[src/rtl/zuart_tx_arbiter_if.sv]
// Requester-side byte streams and TX FIFO write port shared by the packet arbiter.
// The arbiter uses the slave view; the requesters and FIFO model use the master view.
interface zuart_tx_arbiter_if #(
  parameter int NUM_SRC = 3
);
  logic [NUM_SRC-1:0]   iValid;
  logic [8*NUM_SRC-1:0] iData;
  logic [NUM_SRC-1:0]   iLast;
  logic [NUM_SRC-1:0]   oReady;
  logic                 oWrEn;
  logic [7:0]           oWrData;
  logic                 iFull;

  modport master (
    output iValid, iData, iLast, iFull,
    input  oReady, oWrEn, oWrData
  );

  modport slave (
    input  iValid, iData, iLast, iFull,
    output oReady, oWrEn, oWrData
  );
endinterface

[src/rtl/zuart_tx_arbiter.sv]
// Packet-locked round-robin arbiter feeding one UART TX FIFO write port, with an
// optional source-ID header byte per packet and a byte-count watchdog.
module zuart_tx_arbiter #(
  parameter int NUM_SRC = 3,
  parameter bit HDR_EN  = 1'b1,
  parameter int MAX_LEN = 64
) (
  input  logic                iClk,
  input  logic                iRstN,
  input  logic                iEn,
  zuart_tx_arbiter_if.slave   bus,
  output logic                oBusy,
  output logic [1:0]          oGrantId,
  output logic                oOverrun
);

  typedef enum logic [1:0] {
    IDLE = 2'd0,
    HDR  = 2'd1,
    DATA = 2'd2
  } state_t;

  localparam logic [7:0] MAX_CNT   = 8'(MAX_LEN);
  localparam logic [1:0] PTR_RESET = 2'(NUM_SRC - 1);

  state_t     state_reg, state_next;
  logic [1:0] grant_reg, grant_next;
  logic [1:0] ptr_reg, ptr_next;
  logic [7:0] count_reg, count_next;
  logic       overrun_reg, overrun_next;

  logic [7:0] src_data [NUM_SRC];
  logic       g_valid;
  logic       g_last;
  logic [7:0] g_data;
  logic       rr_found;
  logic [1:0] rr_win;
  logic [7:0] header;

  generate
    for (genvar gi = 0; gi < NUM_SRC; gi++) begin : g_src
      assign src_data[gi] = bus.iData[8*gi +: 8];
    end
  endgenerate

  // View of the currently granted source, selected without an out-of-range index.
  always_comb begin
    g_valid = 1'b0;
    g_last  = 1'b0;
    g_data  = 8'h00;
    for (int k = 0; k < NUM_SRC; k++) begin
      if (grant_reg == 2'(k)) begin
        g_valid = bus.iValid[k];
        g_last  = bus.iLast[k];
        g_data  = src_data[k];
      end
    end
  end

  // First requester after the last granted one, wrapping at NUM_SRC.
  always_comb begin
    int idx;
    idx      = 0;
    rr_found = 1'b0;
    rr_win   = ptr_reg;
    for (int k = 1; k <= NUM_SRC; k++) begin
      idx = int'(ptr_reg) + k;
      if (idx >= NUM_SRC) begin
        idx = idx - NUM_SRC;
      end
      if (!rr_found && bus.iValid[idx]) begin
        rr_found = 1'b1;
        rr_win   = 2'(idx);
      end
    end
  end

  assign header = {4'hA, 2'b00, grant_reg};

  always_comb begin
    bus.oReady  = '0;
    bus.oWrEn   = 1'b0;
    bus.oWrData = 8'h00;
    case (state_reg)
      HDR: begin
        bus.oWrEn   = !bus.iFull;
        bus.oWrData = header;
      end
      DATA: begin
        for (int k = 0; k < NUM_SRC; k++) begin
          if (grant_reg == 2'(k)) begin
            bus.oReady[k] = !bus.iFull;
          end
        end
        bus.oWrEn   = g_valid && !bus.iFull;
        bus.oWrData = g_data;
      end
      default: ;
    endcase
  end

  always_comb begin
    state_next   = state_reg;
    grant_next   = grant_reg;
    ptr_next     = ptr_reg;
    count_next   = count_reg;
    overrun_next = 1'b0;
    case (state_reg)
      IDLE: begin
        if (iEn && rr_found) begin
          grant_next = rr_win;
          ptr_next   = rr_win;
          count_next = 8'h00;
          state_next = HDR_EN ? HDR : DATA;
        end
      end
      HDR: begin
        if (bus.oWrEn) begin
          state_next = DATA;
        end
      end
      DATA: begin
        if (bus.oWrEn) begin
          count_next = count_reg + 8'd1;
          if (g_last) begin
            state_next = IDLE;
          end else if (count_reg + 8'd1 == MAX_CNT) begin
            // Packet never signalled last: release the port, the rest becomes a new packet.
            state_next   = IDLE;
            overrun_next = 1'b1;
          end
        end
      end
      default: state_next = IDLE;
    endcase
  end

  always_ff @(posedge iClk or negedge iRstN) begin
    if (!iRstN) begin
      state_reg   <= IDLE;
      grant_reg   <= 2'd0;
      ptr_reg     <= PTR_RESET;
      count_reg   <= 8'h00;
      overrun_reg <= 1'b0;
    end else begin
      state_reg   <= state_next;
      grant_reg   <= grant_next;
      ptr_reg     <= ptr_next;
      count_reg   <= count_next;
      overrun_reg <= overrun_next;
    end
  end

  assign oBusy    = (state_reg != IDLE);
  assign oGrantId = grant_reg;
  assign oOverrun = overrun_reg;

endmodule

[src/flat_wrapper.sv]
// flat-port wrapper written by rule: the top's interface ports become plain ports
module zuart_tx_arbiter_flat 
#(
  parameter int NUM_SRC = 3,
  parameter bit HDR_EN  = 1'b1,
  parameter int MAX_LEN = 64
)
  (iClk, iRstN, iEn, oBusy, oGrantId, oOverrun, bus_iValid, bus_iData, bus_iLast, bus_iFull, bus_oReady, bus_oWrEn, bus_oWrData);
  zuart_tx_arbiter_if #(.NUM_SRC(NUM_SRC)) bus_i ();
  input  logic iClk;
  input  logic iRstN;
  input  logic iEn;
  output logic oBusy;
  output logic [1:0] oGrantId;
  output logic oOverrun;
  input wire logic [$bits(bus_i.iValid)-1:0] bus_iValid;
  input wire logic [$bits(bus_i.iData)-1:0] bus_iData;
  input wire logic [$bits(bus_i.iLast)-1:0] bus_iLast;
  input wire logic [$bits(bus_i.iFull)-1:0] bus_iFull;
  output wire logic [$bits(bus_i.oReady)-1:0] bus_oReady;
  output wire logic [$bits(bus_i.oWrEn)-1:0] bus_oWrEn;
  output wire logic [$bits(bus_i.oWrData)-1:0] bus_oWrData;
  assign bus_i.iValid = bus_iValid;
  assign bus_i.iData = bus_iData;
  assign bus_i.iLast = bus_iLast;
  assign bus_i.iFull = bus_iFull;
  assign bus_oReady = bus_i.oReady;
  assign bus_oWrEn = bus_i.oWrEn;
  assign bus_oWrData = bus_i.oWrData;
  zuart_tx_arbiter #(.NUM_SRC(NUM_SRC), .HDR_EN(HDR_EN), .MAX_LEN(MAX_LEN)) u_core (.iClk(iClk), .iRstN(iRstN), .iEn(iEn), .bus(bus_i), .oBusy(oBusy), .oGrantId(oGrantId), .oOverrun(oOverrun));
endmodule
[config.mk]
export PLATFORM = sky130hd
export DESIGN_NAME = zuart_tx_arbiter_flat
export DESIGN_NICKNAME = d
export VERILOG_FILES = /design/src/rtl/zuart_tx_arbiter_if.sv /design/src/rtl/zuart_tx_arbiter.sv /design/src/flat_wrapper.sv
export SDC_FILE = /design/constraint.sdc
export NUM_CORES = 1
export LEC_CHECK = 0
export BUFFER_PORTS_ARGS = -buffer_cell sky130_fd_sc_hd__buf_2
export CAP_MARGIN = 10
export CELL_PAD_IN_SITES_DETAIL_PLACEMENT = 1
export CELL_PAD_IN_SITES_GLOBAL_PLACEMENT = 1
export CORE_MARGIN = 2
export CORE_UTILIZATION = 37
export DETAILED_ROUTE_END_ITERATION = 12
export GPL_ROUTABILITY_DRIVEN = 0
export PLACE_DENSITY_LB_ADDON = 0.1
export SLEW_MARGIN = 25
export SYNTH_ARGS = -nofsm -noshare
export SYNTH_HDL_FRONTEND = slang
export SYNTH_SLANG_ARGS = --single-unit
[constraint.sdc]
create_clock -name iClk -period 8.2 [get_ports iClk]
set_clock_uncertainty 0.2 [all_clocks]
set_input_delay 0.82 -clock iClk [delete_from_list [all_inputs] [get_ports iClk]]
set_output_delay 0.82 -clock iClk [all_outputs]
set_load 0.05 [all_outputs]
==> impl_metrics.env <==
export IMPL_status="completed"
export IMPL_grt_remaining_overflow=0
export IMPL_max_freq_ghz=0.301
export IMPL_cts_root_buf="clkbuf_4"
export IMPL_hpwl_mm=2.91
export IMPL_ios=50
export IMPL_drive_above_1_share_pct=29.9
export IMPL_relSlewSlack_pct=48.6
export IMPL_async_flop_share_pct=100
export IMPL_rows=21
export IMPL_reg2regPathDepth=8
export IMPL_synth_seq_cells=14
export IMPL_cts_tree="done"
export IMPL_power_density_nw_per_um2=316
export IMPL_synth_top_cell_area_share_pct=25.6
export IMPL_crit_start="u_core.ptr_reg[0]"
export IMPL_reg2reg_slack_ns=4.96
export IMPL_post_route_period_util_pct=40.5
export IMPL_total_power_uw=493
export IMPL_grt_start_max_net_pins=18
export IMPL_synth_compound_area_share_pct=24.0
export IMPL_core_um2=3310
export IMPL_hold_class="input port to async pin"
export IMPL_wl_per_cell_um=14.7
export IMPL_postCtsHoldBufs=0
export IMPL_slew_viol_final=0
export IMPL_max_cap_violations=0
export IMPL_path_delay_family="flip-flops"
export IMPL_hold_viol_final=0
export IMPL_synth_common_cells="nor2_1, dfrtp_1, a21oi_1, inv_1, mux2i_1"
export IMPL_critPathKind="flip-flop to output pin"
export IMPL_largest_register_ffs=8
export IMPL_diodes=0
export IMPL_yosys_area_share_adder_pct=7.87
export IMPL_endpoint_kind="output pin"
export IMPL_crit_path_start_kind="flip-flop"
export IMPL_worstMarginPinSlew_ns=0.771
export IMPL_synth_xor_area_share_pct=1.38
export IMPL_synth_cells=156
export IMPL_die_h_um=62.6
export IMPL_internal_power_uw=211
export IMPL_critPathArrivalTime_ns=2.30
export IMPL_drt_antenna_violating_nets=0
export IMPL_hold_ws_ns=0.224
export IMPL_p_leak_uw=0.000764
export IMPL_yosys_cell_types_count=40
export IMPL_drc=0
export IMPL_yosys_most_used_dff="dfrtp_1"
export IMPL_grt_pass1_wl_mm=6.29
export IMPL_synth_top_family_by_area="compound AO/OA/AOI/OAI gates"
export IMPL_port_buffers=49
export IMPL_final_setup_tns_ns=0
export IMPL_cts_resized=0
export IMPL_yosysWarnings=0
export IMPL_antenna_found_initial=0
export IMPL_r2r_start="u_core.ptr_reg[0]"
export IMPL_clk_latency_ns=0.28
export IMPL_grtUsageTotal_pct=19.5
export IMPL_rsz0062_at_grt="no"
export IMPL_critical_path_max_stage_delay_ns=0.68
export IMPL_synthSimpleGateAreaFrac_pct=20.9
export IMPL_synth_net_count=198
export IMPL_rr_endpoint="u_core.state_reg[1]"
export IMPL_drt_wl_total_mm=3.62
export IMPL_synth_largest_area_cell="dfrtp_1"
export IMPL_crit_cells=5
export IMPL_combPwrFrac_pct=69.0
export IMPL_p_sw_share_pct=57.3
export IMPL_grt_pass1_vias=1413
export IMPL_synth_yosys_seq_area_share_pct=27.6
export IMPL_path_buf_inv=2
export IMPL_die_area_um2=3920
export IMPL_peakVddDrop_v=0.000141
export IMPL_initialDrtViolationCount=63
export IMPL_synth_most_common_cell="nor2_1"
export IMPL_syn_area_um2=1270
export IMPL_critical_path_peak_fanout=17
export IMPL_cp_slowest_cell="dfrtp_1"
export IMPL_endpoint="bus_oWrData[5]"
export IMPL_fin_crit_ns=3.32
export IMPL_final_cell_area_um2=1560
export IMPL_synthMuxAreaShare_pct=11.3
export IMPL_final_nets=244
export IMPL_p_sw_uw=283
export IMPL_start_util_pct=38.4
export IMPL_synth_edf_count=0
export IMPL_die_w_um=62.6
export IMPL_numCtsBuffers=3
export IMPL_sequentialPowerShare_pct=22.5
export IMPL_synth_area_leaders="dfrtp_1, mux2i_1, ha_1"
export IMPL_path_cells="clkinv_1, nor2_2, a21oi_1, o21ai_0, buf_2"
export IMPL_via_per_inst=5.39
export IMPL_vias=1332
export IMPL_power_frac_clock_pct=8.5
export IMPL_final_setup_viol_count=0
export IMPL_htree_num_levels=1
export IMPL_placed_area_um2=1530
export IMPL_cts_setup_buffers=0
export IMPL_cp_required_ns=7.18
export IMPL_dr_pass1_iters=4
export IMPL_cts_buffer_depth=2
export IMPL_clk_pin_slew_worst_paths_ns=0.09
export IMPL_cts_sinks=14
export IMPL_syn_to_final_growth_pct=22.5
export IMPL_syn_area_per_cell_um2=8.16
## routing by layer
| metal | part of all wire (%) | global-route usage (%) |
|---|---|---|
| met1 | 43 | 22.4 |
| met2 | 51 | 37.5 |
| met3 | 4.3 | 1.62 |
| met4 | 1.3 | 6.67 |
| met5 | 0 | 0 |
## stage by stage
stage / setup WS [ns] / utilization, % / std cells
global route: 4.58 / 47.1 / 247
global placement: 5.05 / 46.3 / 243
finish: 4.88 / 47.1 / 247
floorplan: 4.21 / - / 156
detailed placement: 4.92 / 46.3 / 243
CTS: 4.83 / 47.1 / 247
## worst min-delay path by stage
| stage | end | slack (ns) | depth (start not counted) |
|---|---|---|---|
| after floorplan | u_core.count_reg[7] | 0.29 | 1 |
| final | u_core.count_reg[4] | 0.22 | 1 |
| after CTS | u_core.oGrantId[1] | 0.23 | 1 |
| after detailed placement | u_core.count_reg[7] | 0.33 | 1 |
| after global placement | u_core.count_reg[7] | 0.32 | 1 |
| after global routing | u_core.count_reg[4] | 0.23 | 1 |
## cell type report
class                   count  area [um2]
fillers                   442        1750
multi-input cells         122         833
flip-flops and latches     14         352
repair buffers             49         245
well taps                  46        57.6
inverters                  12        45.0
clock buffers               4        26.3
## cell usage in the layout, fill, tap and decap left out, drive strengths merged
| cell type | netlist | final |
|---|---|---|
| nor2 | 25 | 25 |
| a22o | 3 | 3 |
| a21boi | 1 | 1 |
| buf | 2 | 49 |
| xor2 | 2 | 2 |
| o22ai | 5 | 5 |
| a21oi | 11 | 11 |
| a221o | 4 | 4 |
| dfstp | 1 | 1 |
| o211a | 1 | 1 |
| ha | 8 | 8 |
| nor3 | 2 | 2 |
| o211ai | 1 | 1 |
| dfrtp | 13 | 13 |
| clkinv | 1 | 1 |
| nor2b | 1 | 1 |
| nand4 | 2 | 2 |
| mux2 | 3 | 3 |
| a31oi | 3 | 3 |
| nand2 | 8 | 8 |
| clkbuf | 6 | 4 |
| inv | 11 | 11 |
| nand3b | 1 | 1 |
| o21ai | 8 | 8 |
| a21o | 1 | 1 |
| nand2b | 1 | 1 |
| a211o | 2 | 2 |
| or3 | 2 | 2 |
| nand3 | 6 | 6 |
| nor3b | 3 | 3 |
| a221oi | 3 | 3 |
| and3 | 1 | 1 |
| mux2i | 11 | 11 |
| nor4 | 3 | 3 |
## cells by family (layout without fill, tap and decap cells)
kind of cell             count (synthesis)  count (layout)
multiplexers                            14              14
flip-flops                              14              14
AND/OR/NAND/NOR                         55              55
buffers and inverters                   20              65
XOR/XNOR                                 2               2
adder cells (fa/ha/maj)                  8               8
AO/OA/AOI/OAI                           43              43
## power groups by stage
stage / clock network (uW) / registers (uW) / logic [uW]
2_1_floorplan: 0 / 98.8 / 280
3_3_place_gp: 0 / 112 / 332
3_5_place_dp: 0 / 113 / 341
4_1_cts: 44.0 / 112 / 342
5_1_grt: 48.2 / 115 / 372
6_report: 42.0 / 111 / 340
(Power assumes the default switching activity.)
